### config.mk
export PLATFORM = sky130hd
export DESIGN_NAME = apb_crypto_slave
export DESIGN_NICKNAME = d
export VERILOG_FILES = /design/src/rtl/apb_crypto_slave.sv
export SDC_FILE = /design/constraint.sdc
export NUM_CORES = 1
export LEC_CHECK = 0
export ABC_AREA = 1
export CELL_PAD_IN_SITES_DETAIL_PLACEMENT = 0
export CELL_PAD_IN_SITES_GLOBAL_PLACEMENT = 2
export CORE_MARGIN = 3
export CORE_UTILIZATION = 30
export CTS_CLUSTER_DIAMETER = 150
export DETAILED_ROUTE_END_ITERATION = 7
export PLACE_DENSITY = 0.89
export SYNTH_ARGS = -nofsm -noshare
export SYNTH_HDL_FRONTEND = slang
export SYNTH_SLANG_ARGS = --single-unit
export TNS_END_PERCENT = 10
### constraint.sdc
create_clock -name clk -period 1.9 [get_ports clk]
set_input_delay 0.285 -clock clk [delete_from_list [all_inputs] [get_ports clk]]
set_output_delay 0.285 -clock clk [all_outputs]
set_load 0.03 [all_outputs]
### src/rtl/apb_crypto_slave.sv
// apb_crypto_slave: APB register slave around an iterative rotate/XOR 32-bit cipher engine.
// Define APB_CRYPTO_SLVERR_EN to flag illegal accesses on pslverr (otherwise they complete silently).
module apb_crypto_slave #(
    parameter int ADDR_W = 32,
    parameter int ROUNDS = 8,
    parameter int ROT    = 3
) (
    input  logic              clk,
    input  logic              rst_n,
    input  logic              psel,
    input  logic              penable,
    input  logic              pwrite,
    input  logic [ADDR_W-1:0] paddr,
    input  logic [31:0]       pwdata,
    output logic [31:0]       prdata,
    output logic              pready,
    output logic              pslverr,
    output logic              busy
);

    typedef enum logic [1:0] {IDLE, RUN, DONE} state_t;

    localparam logic [2:0] A_KEY  = 3'd0;
    localparam logic [2:0] A_DIN  = 3'd1;
    localparam logic [2:0] A_DOUT = 3'd2;
    localparam logic [2:0] A_STAT = 3'd3;
    localparam logic [2:0] A_CTRL = 3'd4;

    localparam logic [4:0] ROT_S = 5'(ROT);
    localparam logic [4:0] LAST  = 5'(ROUNDS - 1);

    function automatic logic [31:0] rotl(input logic [31:0] x, input logic [4:0] s);
        logic [63:0] t;
        t = {x, x} << s;
        return t[63:32];
    endfunction

    function automatic logic [31:0] rotr(input logic [31:0] x, input logic [4:0] s);
        logic [63:0] t;
        t = {x, x} >> s;
        return t[31:0];
    endfunction

    state_t      state;
    logic [31:0] key;
    logic        mode;
    logic [31:0] eng_d;
    logic [31:0] eng_k;
    logic        eng_mode;
    logic [4:0]  cnt;
    logic [31:0] data_out;
    logic        done;

    logic [2:0]  addr;
    logic        stall;
    logic        wr_fire;
    logic        rd_fire;
    logic        start;
    logic        status_rd;
    logic [31:0] rd_data;
    logic [31:0] d_next;
    logic [31:0] k_next;
    logic        unused_addr;

    assign addr        = paddr[4:2];
    assign unused_addr = ^{paddr[ADDR_W-1:5], paddr[1:0]};
    assign busy        = (state == RUN);

    // Anything that would disturb or observe the running engine waits for it to finish.
    assign stall = busy & ((pwrite & (addr == A_KEY || addr == A_DIN || addr == A_CTRL)) |
                           (~pwrite & (addr == A_DOUT)));

    assign pready    = ~rst_n & psel & penable & ~stall;
    assign wr_fire   = pready & pwrite;
    assign rd_fire   = pready & ~pwrite;
    assign start     = wr_fire & (addr == A_DIN);
    assign status_rd = rd_fire & (addr == A_STAT);

`ifdef APB_CRYPTO_SLVERR_EN
    logic bad_access;
    assign bad_access = (pwrite & (addr == A_DOUT || addr == A_STAT)) |
                        (~pwrite & (addr == A_DIN)) |
                        (addr >= 3'd5);
    assign pslverr = pready & bad_access;
`else
    assign pslverr = 1'b0;
`endif

    always_comb begin
        rd_data = '0;
        case (addr)
            A_KEY:   rd_data = key;
            A_DOUT:  rd_data = data_out;
            A_STAT:  rd_data = {30'd0, done, busy};
            A_CTRL:  rd_data = {31'd0, mode};
            default: rd_data = '0;
        endcase
    end

    assign prdata = rd_fire ? rd_data : '0;

    // Decrypt walks the key schedule backwards, so it starts from the last encrypt round key.
    always_comb begin
        if (eng_mode) begin
            d_next = rotr(eng_d, ROT_S) ^ eng_k;
            k_next = rotr(eng_k, 5'd1);
        end else begin
            d_next = rotl(eng_d ^ eng_k, ROT_S);
            k_next = rotl(eng_k, 5'd1);
        end
    end

    always_ff @(posedge clk) begin
        if (rst_n) begin
            state    <= IDLE;
            key      <= '0;
            mode     <= 1'b0;
            eng_d    <= '0;
            eng_k    <= '0;
            eng_mode <= 1'b0;
            cnt      <= '0;
            data_out <= '0;
            done     <= 1'b0;
        end else begin
            if (wr_fire && addr == A_KEY)  key  <= pwdata;
            if (wr_fire && addr == A_CTRL) mode <= pwdata[0];
            if (status_rd)                 done <= 1'b0;
            case (state)
                IDLE, DONE: begin
                    if (start) begin
                        state    <= RUN;
                        eng_d    <= pwdata;
                        eng_k    <= mode ? rotl(key, LAST) : key;
                        eng_mode <= mode;
                        cnt      <= '0;
                        done     <= 1'b0;
                    end
                end
                RUN: begin
                    eng_d <= d_next;
                    eng_k <= k_next;
                    cnt   <= cnt + 5'd1;
                    if (cnt == LAST) begin
                        data_out <= d_next;
                        state    <= DONE;
                        done     <= 1'b1;
                    end
                end
                default: state <= IDLE;
            endcase
        end
    end

endmodule

Yosys cells after proc, flatten, opt, wreduce, memory -nomap -nowiden
Index checks and enable logic that the tools add are counted.
Cells by class
  $add $sub $neg: 1
  equality and inequality tests: 9
  multiplexer cells: 18
  bitwise logic cells: 16
  reduce and logical (&&, ||, !) cells: 12
Operators by type and width (count)
  two-way mux 32 bit: 6
  one-hot mux 32 bit (2 select lines): 2
  one-hot mux 32 bit (4 select lines): 1
  XOR 32 bit: 2
  AND 1 bit: 10
  one-hot mux 5 bit (2 select lines): 1
  AND reduction 2 bit: 4
  == test 3 x 2 -> 1 bit (second input constant): 2
  adder 5 x 1 -> 5 bit (second input constant): 1
  == test 5 x 3 -> 1 bit (second input constant): 1
  two-way mux 5 bit: 1
  two-way mux 2 bit: 2
  one-hot mux 2 bit (2 select lines): 1
  == test 3 x 1 -> 1 bit (second input constant): 1
  == test 3 bit (second input constant): 1
  zero test 3 bit: 1
  two-way mux 1 bit: 3
  inverter 1 bit: 3
  == test 2 x 1 -> 1 bit (second input constant): 1
  == test 2 bit (second input constant): 1
  logical AND 1 bit: 2
  zero test 2 bit: 1
  logical OR 1 bit: 2
  inequality test 2 x 1 -> 1 bit (second input constant): 1
  other kinds (5): 5
Word-level totals
  bits in registers: 138
  logic and storage cells: 65

Depth between registers and ports, before layout
Gate-level depths: netlist of the first run.
  word-level depth: 13
  gate-level depth with buffers: 12
  gate-level depth less buffers: 10

Worst setup path after synthesis of the first run
Ideal clock, no wire load.
  path type: input port to output port
  start: input port paddr[4]
  end: output port prdata[12]
  arrival: 1.863 ns
  data required time: 1.615 ns
  setup slack: -0.248 ns
  stages: 9
  cell sequence: buf_6 -> inv_2 -> nand3_1 -> nand2_1 -> nand3_1 -> nand2_1 -> inv_1 -> nand2_1 -> a211oi_1
On the way
  word-level cells in the longest chain between the ends: 10
RTL lines
  from (decl): RTL line 13  | input logic [ADDR_W-1:0] paddr,
  == test 3 x 1 -> 1 bit / zero test 3 bit (equally long branches): RTL line 70  | assign stall = busy & ((pwrite & (addr == A_KEY || addr == A_DIN || addr == A_CTRL)) |
  logical OR 1 bit (2 in a row): RTL line 70
  AND 1 bit: RTL line 70
  bitwise OR 1 bit *: RTL line 70
  AND 1 bit *: RTL line 70
  inverter 1 bit *: RTL line 73  | assign pready = ~rst_n & psel & penable & ~stall;
  AND 1 bit *: RTL line 73
  via pready: RTL line 16  | output logic pready,
  AND 1 bit *: RTL line 75  | assign rd_fire = pready & ~pwrite;
  two-way mux 32 bit *: RTL line 100  | assign prdata = rd_fire ? rd_data : '0;
  to (decl): RTL line 15  | output logic [31:0] prdata,
The timed path passes the listed nets; every way through them passes the cells marked *.

Final worst setup path of the first run
  start: register state[0]
  end: output port prdata[12]
On the way
  word-level cells in the longest chain between the ends: 6
RTL lines
  from (decl): RTL line 44  | state_t state;
  from (signal assigned): RTL line 115  | state <= IDLE;
  from (signal assigned): RTL line 131  | state <= RUN;
  from (signal assigned): RTL line 145  | state <= DONE;
  == test 2 x 1 -> 1 bit: RTL line 67  | assign busy = (state == RUN);
  AND 1 bit: RTL line 70
  inverter 1 bit: RTL line 73
  AND 1 bit: RTL line 73
  AND 1 bit: RTL line 75
  two-way mux 32 bit: RTL line 100
Every way passes these cells.

==> out/results.txt, run 1 <==
status -> complete, but fails checks
violated checks -> setup timing
Placement Setup Slack -> -0.5304 ns
clock slew seen by the registers of the worst setup and hold paths -> 0.06 ns
initial antenna violation count -> 0
vias in the first global route -> 7,998
M3 GR Usage -> 3.284%
deepest level of the CTS H-tree -> 4
Chip Height -> 169.7 µm
via density per instance -> 4.861
max_cap viols -> 0
Diodes inserted -> 0
Core ar. -> 26,210 µm²
r2r startpoint -> state[0]
CP required -> 1.62 ns
global-route wire length before repair -> 45.71 mm
Syn. warnings -> 0
worst skew pair latency -> 0.43 ns
Critical path origin -> state[0]
Synth Net Count -> 1,376
hpwl dp -> 18.85 mm
final period utilization -> 108.4%
largest net degree at the start of global routing -> 93
Syn Inst Count -> 1,306
residual DRC count -> 0
fmax -> 485.4 MHz
sequential area share after synthesis -> 34.38%
Most Crowded Layer GR -> met2
CP startpoint kind -> flop
crit path time final -> 2.060 ns
Root Driver -> clkbuf_16
post-route ant nets -> 0
Final nets -> 1,436
Area Overhead vs Synth -> 30.55%
1st-pass router iterations -> 4
Yosys reg bits -> 138
setup slack after layout -> -0.1603 ns
CP Class -> flop to output port
CP max FO -> 5
Tot GR Track Use -> 20.38%
Final Hold Viols -> 0
Max clock buf depth -> 2
Worst Setup End Kind -> output port
CP Capture Point -> prdata[12]
I/O pin count -> 104
Final Skew -> 0.01168 ns
power density cells -> 672.5 nW/µm²
die width -> 169.7 µm
syn avg cell area -> 6.153 µm²
cts bufs inserted -> 17
Placer Congestion -> 0.8215
Peak VDD IR -> 0.5313 mV
DR iter-0 viols -> 588
GR Overflow Total -> 0
unrepaired setup endpoints after global routing -> yes
DR vias -> 8,332
layout cells sized above 1 -> 12.55%
count of cell types in the netlist -> 31
die area -> 28,790 µm²
final WL -> 29.31 mm
Post-CTS Hold Fix Bufs -> 0
Cell Area, Synth -> 8036 µm²
Slew headroom -> 53.81%
CTS tree -> yes
initial core utilization -> 30.67%
Pins Over Slew Limit -> 0
I/O Buffers -> 73
async set-reset flop share out of synthesis -> 0%
Worst R2R Setup Slack -> 0.14 ns
setup TNS -> -3.786 ns
Worst-Margin Slew -> 0.6929 ns
met2 usage -> 33.49%
WL/cell -> 17.10 µm
Sink Count -> 138
Worst Path Arrival -> 1.78 ns
# rows -> 59
worst min path class -> flop to flop
endpoints failing setup -> 32
Post-synth top flop -> dfxtp_1
RR Endpoint -> eng_k[28]
LEAKAGE -> 4.191 nW
Post-synth EDFFs -> 0
R2R depth -> 9
M1 GR Usage -> 27.99%
## how the worst min path moves through the flow
stage                    to  slack [ns]  cells after the start    startpoint
6_report       data_out[14]        0.46                      2  data_out[14]
5_1_grt        data_out[10]        0.48                      2  data_out[10]
4_1_cts        data_out[12]        0.46                      2  data_out[12]
3_5_place_dp   data_out[12]        0.46                      2  data_out[12]
3_3_place_gp    data_out[7]        0.45                      2   data_out[7]
2_1_floorplan   data_out[1]        0.44                      2   data_out[1]
## cell usage in the layout (no fill, tap or decap), drive strengths merged, types with 2 or more instances in the layout
cell and count:
nand4 2, clkinv 4, clkdlybuf4s50 35, a211oi 2, o21ai 100, nor2 214, inv 110, nand3 88
a21oi 133, clkbuf 22, dfxtp 138, bufinv 3, xnor2 32, dlygate4sd2 4, nor3 4, o22ai 32
nand2 328, clkinvlp 3, xor2 25, buf 93
## registers in the layout, summed over array words and instances (netlist names)
signal	flops
cnt	5
eng_mode	1
mode	1
done	1
key	32
eng_d	32
data_out	32
eng_k	32
state	2
## cells by family (layout without fill, tap and decap cells)
kind of cell             after synthesis  count (layout)  share of synthesized area [%]
buffers and inverters                203             274                          10.14
XOR/XNOR                              57              57                          6.212
AO/OA/AOI/OAI                        270             270                          17.53
adder cells (fa/ha/maj)                1               1                         0.1557
AND/OR/NAND/NOR                      636             638                          31.54
flip-flops                           138             138                          34.38
other                                  1               1                        0.04666
## report_power, final
group	internal (mW)	total [mW]	switching [mW]
registers	2.92	2.96	0.0407
logic	0.223	0.511	0.288
clock network	2.21	3.58	1.38
## per-layer routing
metal | wire [µm] | up-vias
li1 | - | 4294
met1 | 13820 | 3796
met2 | 13650 | 220
met3 | 1413 | 22
met4 | 425 | 0
met5 | 0 | -
## cell usage after synthesis (all sizes together), types with 2 or more instances
cell type / n / area [µm²]
o21ai: 100 / 500.5
buf: 35 / 183.9
nand3: 88 / 445.4
nor2: 212 / 810.8
xnor2: 32 / 280.3
nand2: 328 / 1234
a211oi: 2 / 15.01
nand4: 2 / 12.51
a21oi: 133 / 665.6
o22ai: 32 / 200.2
inv: 109 / 409.2
nor3: 4 / 20.02
dfxtp: 138 / 2763
clkbuf: 58 / 217.7
xor2: 25 / 219.0
## worst max-delay path, cell delays in order, from the launching register on
cell and delay [ns]:
dfxtp_2 0.32, inv_2 0.07, nor2_4 0.04, nand3_2 0.06, buf_6 0.10, nand2_4 0.04, inv_4 0.07, nand2_8 0.10
buf_12 0.18, a211oi_4 0.20, buf_12 0.15
## per-stage QoR
step | std cells | hold WS, ns | total power [mW] | util [%] | instance area (µm²)
final | 1714 | 0.4635 | 7.055 | 40.03 | 10490
after global routing | 1714 | 0.4821 | 7.310 | 40.03 | 10490
after CTS | 1712 | 0.4647 | 7.106 | 39.68 | 10400
after detailed placement | 1670 | 0.4553 | 3.486 | 35.76 | 9370
after global placement | 1670 | 0.4531 | 3.487 | 35.76 | 9370
after floorplan | 1306 | 0.4365 | 3.263 | - | 8041
## area by class of cell
type	count	area [µm²]
Sequential cell	138	2768
Clock buffer	22	484.2
Multi-Input combinational cell	967	4735
Clock inverter	10	140.1
Inverter	110	417.9
Tap cell	335	419.2
Fill cell	2734	15720
Timing Repair Buffer	132	1528
## what timing repair did
action / CTS / global route
buffers inserted: 6 / 0
setup endpoints to repair: 72 / 72
pin swaps: 45 / 5
gates resized for setup: 67 / 15
hold endpoints to repair: 0 / 0
gates cloned: 4 / 2
(Power assumes the default switching activity.)
==> run 2, diff against run 1 <==
- CORE_UTILIZATION: 30 -> 32
- MAX_ROUTING_LAYER: unset -> met4
- PLACE_DENSITY: 0.89 -> 0.94
- clock period: 1.9 -> 2.4 ns (I/O delays scaled with it)
==> run 2 against run 1 <==
Net effect: the run now ends clean; first-iteration DRC count increased by 53%; wire length down 1.3%; sequential power fell by 21%; clock skew down 0.0031 ns; global-route usage increased by 2.1 points; largest cell class unchanged; largest power group unchanged.
==> out/results.txt, run 2 (synthesis results as in run 1) <==
status -> complete, no violations
Final Hold Viols -> 0 (unchanged)
via density per instance -> 4.967 (+2.2%)
max_cap viols -> 0 (unchanged)
largest net degree at the start of global routing -> 75 (-19%)
Worst Path Arrival -> 1.93 ns (+0.15 ns)
cells along the critical path -> inv_2, nor2_4, buf_4, clkdlybuf4s50_1
power density cells -> 551.8 nW/µm² (-18%)
Placement Setup Slack -> -0.1963 ns (+0.3341 ns)
CP startpoint kind -> flop
fmax -> 436.3 MHz
hold_ws -> 0.4638 ns (+0.0003110 ns)
vias in the first global route -> 7,825 (-2.2%)
Placer Congestion -> 0.8461 (+3.0%)
final WL -> 28.94 mm (-1.3%)
Worst-Margin Slew -> 1.253 ns (+0.5604 ns)
CP required -> 2.04 ns (+0.42 ns)
CP Class -> flop to output port
layout cells sized above 1 -> 9.824% (-2.7 points)
die area -> 27,050 µm² (-6.0%)
CTS tree -> yes
I/O Buffers -> 73 (unchanged)
Diodes inserted -> 0 (unchanged)
Core ar. -> 24,530 µm² (-6.4%)
endpoints failing setup -> 0 (-100%)
Root Driver -> clkbuf_16
clock slew seen by the registers of the worst setup and hold paths -> 0.06 ns (about the same)
worst min path class -> flop to flop
die width -> 164.5 µm (-3.1%)
unrepaired setup endpoints after global routing -> no
Tot GR Track Use -> 22.44% (+2.1 points)
Chip Height -> 164.5 µm (-3.1%)
hpwl dp -> 19.84 mm (+5.3%)
LEAKAGE -> 4.081 nW (-2.6%)
fill count -> 2,675 (-2.2%)
initial core utilization -> 32.76% (+2.1 points)
DR iter-0 viols -> 900 (+53%)
final period utilization -> 95.50%
Post-CTS Hold Fix Bufs -> 0 (unchanged)
residual DRC count -> 0 (unchanged)
deepest level of the CTS H-tree -> 4 (unchanged)
crit path time final -> 2.292 ns
Area Overhead vs Synth -> 22.48%
setup slack after layout -> 0.1079 ns (+0.2682 ns)
I/O pin count -> 104 (unchanged)
Pins Over Slew Limit -> 0 (unchanged)
Slew headroom -> 16.25% (-38 points)
Max clock buf depth -> 2 (unchanged)
GR Overflow Total -> 0 (unchanged)
worst skew pair latency -> 0.42 ns (about the same)
Multi-input gate area -> 4507 µm² (-4.8%)
WL/cell -> 17.14 µm (+0.24%)
Peak VDD IR -> 0.4548 mV (-14%)
Final Skew -> 0.008581 ns (-0.003103 ns)
cts bufs inserted -> 17 (unchanged)
Sink Count -> 138 (unchanged)
slowest CP cell -> clkdlybuf4s50_1
Critical Path Max Stage Delay -> 0.72 ns (+0.40 ns)
Worst Setup End Kind -> output port
initial antenna violation count -> 0 (unchanged)
Final nets -> 1,421 (-1.0%)
CP max FO -> 15 (+10)
post-route ant nets -> 0 (unchanged)
FF/Latch Area -> 2766 µm² (about the same)
most common library cell in the layout ignoring fill and taps -> nand2_1
most frequent cells in the layout -> 326 x nand2_1, 207 x nor2_1, 135 x dfxtp_1
global-route wire length before repair -> 45.40 mm (-0.68%)
1st-pass router iterations -> 5 (+1)
# rows -> 57 (-3.4%)
DR vias -> 8,385 (+0.64%)
## run 2: cell count changes in the layout (fill, tap and decap cells not counted), sizes merged
cell           delta
buf              -14
clkbuf            -4
clkdlybuf4s50     +1
clkinvlp          +2
dlygate4sd2       -1
dlymetal6s2s      +1
inv               +2
nor2              -2
## run 2: path summary, 6_finish.rpt
kind / to / from / slack, ns / depth (start not counted)
setup reg to reg: eng_d[18] / state[0] / 0.33 / 8
hold / removal: data_out[1] / data_out[1] / 0.46 / 2
setup / recovery: busy / state[0] / 0.11 / 4
hold reg to reg: data_out[1] / data_out[1] / 0.46 / 2
## run 2: per-stage QoR
stage	instance area (µm²)	power (mW)	TNS, ns	utilization [%]	instances
floorplan	8036	2.583	0	-	1306
global placement	9186	2.759	-5.639	37.44	1655
detailed placement	9186	2.759	-6.894	37.44	1655
CTS	9834	5.470	0	40.09	1688
global route	9843	5.621	0	40.12	1688
finish	9843	5.431	0	40.12	1688
## run 2: layout make-up
| class | instances | area share, % |
|---|---|---|
| clock buffer | 18 | 4.360 |
| clock inverter | 14 | 1.754 |
| inverter | 110 | 4.195 |
| multi-input combinational | 965 | 45.79 |
| sequential | 138 | 28.10 |
| tap | 324 | 4.118 |
| timing repair buffer | 119 | 11.68 |
## run 2: where the power goes
group / internal (mW) / leakage, nW / switching (mW)
logic: 0.156 / 2.69 / 0.211
clock network: 1.64 / 0.279 / 1.08
registers: 2.31 / 1.11 / 0.0335
## run 2: repair_timing
action	in CTS	in global routing
setup endpoints to repair	18	18
resized for setup	9	7
buffers inserted	0	0
gates cloned	1	0
hold endpoints to repair	0	0
## run 2: routing by layer
metal	GRT usage, %	up-vias	part of all wire (%)
met4	6.596	0	2.3
met5	-	-	0
met2	33.73	243	44
li1	-	4254	-
met3	2.784	36	6.1
met1	31.65	3852	47
## run 2: worst max-delay path, delay by kind of cell, from the launching register on
kind	cells	cell delay [ns]
DFF	1	0.38
and+or+nand+nor	1	0.08
buffers and inverters	3	1.05
==> patch 1: new RTL, config.mk and constraints of run 1 <==
Change the parameter `ROUNDS` from 8 to 6.
--- a/src/rtl/apb_crypto_slave.sv
+++ b/src/rtl/apb_crypto_slave.sv
@@ -2,7 +2,7 @@
 // Define APB_CRYPTO_SLVERR_EN to flag illegal accesses on pslverr (otherwise they complete silently).
 module apb_crypto_slave #(
     parameter int ADDR_W = 32,
-    parameter int ROUNDS = 8,
+    parameter int ROUNDS = 6,
     parameter int ROT    = 3
 ) (
     input  logic              clk,
Formal check against the unedited RTL: not equivalent (a bounded check fails within 10 cycles, from zero or initial values and one cycle with rst_n high).
==> patch 1 against run 1 <==
The flow still finishes with violations (setup timing); final area rose by 1.8%; routed wire length fell by 2.4%; final cell count fell by 0.12%; sequential cell count did not move; total power fell by 5.2%; worst hold slack got worse by 0.095 ns; worst setup slack improved by 0.038 ns; sequential power barely moved; synthesized area fell by 0.22%.
==> patch 1: results (changes against run 1) <==
- Status: finished, violations left (unchanged)
- Failing checks: setup timing (unchanged)
- Worst vdd ir: 0.561 mV (was 0.531 mV)
- Synth top area cells: dfxtp_1 (34%), nand2_1 (13%), nor2_1 (12%) (was dfxtp_1 (34%), nand2_1 (15%), nor2_1 (9.7%))
- M1 WL: 14.1 mm (was 13.8 mm)
- GR Util met3: 2.82% (was 3.28%)
- Final non-filler cell total: 1,712 (was 1,714)
- Fin Clk Skew: 0.0111 ns (was 0.0117 ns)
- Vias in the first global route: 7,724 (was 7,998)
- Flop-to-flop setup slack: 0.06 ns (was 0.14 ns)
- Global Route Usage Sum: 19.9% (was 20.4%)
- Sequential-to-total area share from yosys stat: 34.5% (was 34.4%)
- Synth-to-Final Area Change: 33.2% (was 30.5%)
- First-pass detailed-route iteration total: 4 (unchanged)
- Starting DRT DRC Count: 641 (was 588)
- Initial antenna violation count: 0 (unchanged)
- Total number of vias: 8,183 (was 8,332)
- Final worst slack: -0.123 ns (was -0.160 ns)
- Synthesis Warnings: 0 (unchanged)
- Synth top cells by count: nand2_1 (285), nor2_1 (260), dfxtp_1 (138), a21oi_1 (109), inv_1 (109) (was nand2_1 (327), nor2_1 (208), dfxtp_1 (138), a21oi_1 (133), inv_1 (107))
- DR top layer: met4 (unchanged)
- LEAKAGE: 4.41 nW (was 4.19 nW)
- # fillers: 2,811 (was 2,734)
- Worst slew pin tran: 0.692 ns (was 0.693 ns)
- Hold Slack: 0.369 ns (was 0.463 ns)
- Placer Congestion: 0.819 (was 0.822)
- Fin Setup TNS: -2.55 ns (was -3.79 ns)
- Detailed placement HPWL: 18.5 mm (was 18.8 mm)
- Reg power frac: 44.2% (was 42.0%)
- Port Buf Inserts: 73 (unchanged)
- Mapped Cells: 1,297 (was 1,306)
- Switching share of power: 24.6% (was 24.2%)
- Worst path arrival time: 1.74 ns (was 1.78 ns)
- # setup viols final: 32 (unchanged)
- Cell variety after synth: 32 (was 31)
- Fraction of layout cells with a size suffix above 1: 14.2% (was 12.5%)
- Logic pwr share: 7.9% (was 7.2%)
- Met2 Usage GRT: 32.6% (was 33.5%)
- Cell Area, Placed: 9620 µm² (was 9370 µm²)
- Pre-CTS WS: -0.387 ns (was -0.530 ns)
- WL met2: 13.4 mm (was 13.6 mm)
- Grt met1 use: 28.0% (about the same)
- CTS Buf Count: 17 (unchanged)
- Total power: 0.00669 W (was 0.00706 W)
- Detailed Route WL: 28.6 mm (was 29.3 mm)
- Met3 routed WL: 777 µm (was 1.41 mm)
- Largest net degree at the start of global routing: 97 (was 93)
- Worst hold path class: input pin to flip-flop (was flip-flop to flip-flop)
- Nets: 1,436 (unchanged)
- First-pass GRT wire length: 44.9 mm (was 45.7 mm)
==> patch 1: cell count changes after synthesis, moves of 3 or more <==
cell     delta
buf_1       -7
buf_6       -3
nand3_1    -36
o21ai_0     +5
inv_2       +3
nor2_2      -3
a21oi_1    -24
o21ai_1    +30
nand2_1    -42
nor2_1     +52
xor2_1      +7
buf_2       +7
nor3_1      -3
==> patch 1: what timing repair did <==
item | in CTS | in global routing
pin swaps | 6 | 6
buffers inserted | 7 | 1
gates resized for setup | 64 | 16
hold buffers | 0 | 0
gates cloned | 5 | 1
endpoints found under the setup margin | 33 | 81
==> patch 1: logic make-up (layout without fill, tap and decap cells) <==
logic type / Yosys count / in the layout / share of synthesized area [%]
AO/OA/AOI/OAI: 278 / 278 / 18.0
buffers and inverters: 205 / 285 / 10.2
flip-flops: 138 / 138 / 34.5
XOR/XNOR: 64 / 64 / 6.99
AND/OR/NAND/NOR: 609 / 609 / 30.0
other: 1 / 1 / 0.0468
adder cells (fa/ha/maj): 2 / 2 / 0.312
==> patch 1: worst max-delay path: stages <==
cell             delay, ns
clkdlybuf4s50_1       0.46
and3_4                0.19
nand2_2               0.08
inv_4                 0.10
nand2_8               0.12
clkbuf_16             0.20
a21oi_2               0.14
buf_6                 0.15
==> patch 1: cell type report <==
type	count	area share, %
Multi-Input combinational cell	954	45.4
Clock buffer	23	4.47
Tap cell	335	3.92
Timing Repair Buffer	139	15.4
Inverter	115	4.18
Sequential cell	138	25.9
Clock inverter	8	0.656
==> patch 1: worst paths after layout <==
path | from | end | depth (start not counted)
worst max-delay path | penable | prdata[2] | 8
worst min-delay path | rst_n | state[1] | 3
worst max register to register | state[0] | data_out[7] | 10
worst min register to register | key[24] | key[24] | 2
==> patch 2: new RTL, config.mk and constraints of run 1 <==
Made on the original files. Encoding of `state_t`: now one-hot (3 bits for 3 states).
--- a/src/rtl/apb_crypto_slave.sv
+++ b/src/rtl/apb_crypto_slave.sv
@@ -18,7 +18,7 @@
     output logic              busy
 );
 
-    typedef enum logic [1:0] {IDLE, RUN, DONE} state_t;
+    typedef enum logic [2:0] {IDLE = 3'b001, RUN = 3'b010, DONE = 3'b100} state_t;
 
     localparam logic [2:0] A_KEY  = 3'd0;
     localparam logic [2:0] A_DIN  = 3'd1;
Check against the original RTL: no difference found for any inputs over 4 cycles, from zero or initial values and one cycle with rst_n high; so few cycles prove little.
==> patch 2 against run 1 <==
The flow still finishes with violations (setup timing); total power is 2.2% lower; global-route usage is 0.47 points lower; largest power group unchanged; worst setup slack worse by 0.072 ns; synthesized area is 0.89% higher; routed wire length is 2.8% higher; register-to-register slack worse by 0.32 ns; die area is 0.86% higher; fmax is 3.4% lower; final area is 3.4% higher; clock power is 3% lower; sequential cell count is 1 higher.
==> patch 2: results (changes against run 1) <==
- LEAKAGE: 4.61 nW (was 4.19 nW)
- Fin Clk Skew: 0.0112 ns (was 0.0117 ns)
- Resized cells post-CTS: 45 (was 67)
- Buffer share of cell area: 15.6% (was 14.6%)
- Worst slew pin tran: 0.772 ns (was 0.693 ns)
- Final worst slack: -0.233 ns (was -0.160 ns)
- Largest net degree at the start of global routing: 129 (was 93)
- Mapped Cells: 1,339 (was 1,306)
- Synth top cells by count: nand2_1 (366), nor2_1 (206), o21ai_0 (168), dfxtp_1 (139), inv_1 (107) (was nand2_1 (327), nor2_1 (208), dfxtp_1 (138), a21oi_1 (133), inv_1 (107))
- Global Route Usage Sum: 19.9% (was 20.4%)
- Vias per cell: 4.98 (was 4.86)
- Failing checks: setup timing (unchanged)
- # fillers: 2,763 (was 2,734)
- Synth top area cells: dfxtp_1 (34%), nand2_1 (17%), o21ai_0 (10%) (was dfxtp_1 (34%), nand2_1 (15%), nor2_1 (9.7%))
- First-pass GRT wire length: 45.5 mm (was 45.7 mm)
- Fraction of layout cells with a size suffix above 1: 13.8% (was 12.5%)
- Vias in the first global route: 8,063 (was 7,998)
- Starting DRT DRC Count: 627 (was 588)
- Clk tree area frac: 5.43% (was 5.95%)
- Status: finished, violations left (unchanged)
- Reg area: 2790 µm² (was 2770 µm²)
- # setup viols final: 108 (was 32)
- Syn nets: 1,409 (was 1,376)
- Final non-filler cell total: 1,753 (was 1,714)
- Nets: 1,475 (was 1,436)
[patch 2: cell types whose count changed after synthesis, sizes merged, moves of 16 or more]
cell / run 1 / this run
o21ai: 100 / 168
a21oi: 133 / 71
nand2: 328 / 367
o22ai: 32 / 0
o211ai: 1 / 32
xor2: 25 / 0
nand3: 88 / 104
[patch 2: worst paths after layout]
path	from	end	slack, ns	cells past startpoint
worst min register to register	done	done	0.49	2
worst max register to register	state[2]	eng_d[5]	-0.18	16
worst max-delay path	state[2]	prdata[25]	-0.23	11
worst min-delay path	paddr[4]	mode	0.44	5
[patch 2: metal layers]
layer	GRT usage, %	vias up	routed length (µm)
met5	0	-	0
li1	-	4425	-
met1	28.4	4056	14600
met2	31.0	212	13500
met4	5.57	0	650
met3	3.32	37	1340
[patch 2: cells by family after synthesis]
kind of cell               Yosys count
DFF                                139
AOI/OAI and AO/OA                  275
buffers and inverters              204
other                                1
xor gates and xnor gates            32
and+or+nand+nor                    687
adders and majority gates            1
[patch 2: report_power, final]
group	switching [W]	total, W	internal [W]
Sequential	0.0000237	0.00296	0.00293
Clock	0.00135	0.00348	0.00213
Combinational	0.000262	0.000469	0.000207
[patch 2: worst min-delay path, delay by kind of cell]
kind,cells,cell delay [ns]
and+or+nand+nor,2,0.12
AOI/OAI and AO/OA,1,0.05
buffers and inverters,2,0.36
[patch 2: through the flow]
step,utilization (%),worst slack (ns),setup TNS (ns),cell area (µm²)
after floorplan,-,-0.0716,-0.844,8370
after global placement,36.5,-0.536,-55.16,9590
after global routing,41.3,-0.315,-28.31,10900
after detailed placement,36.5,-0.531,-58.56,9590
final,41.3,-0.233,-15.35,10900
after CTS,39.3,-0.301,-20.43,10300
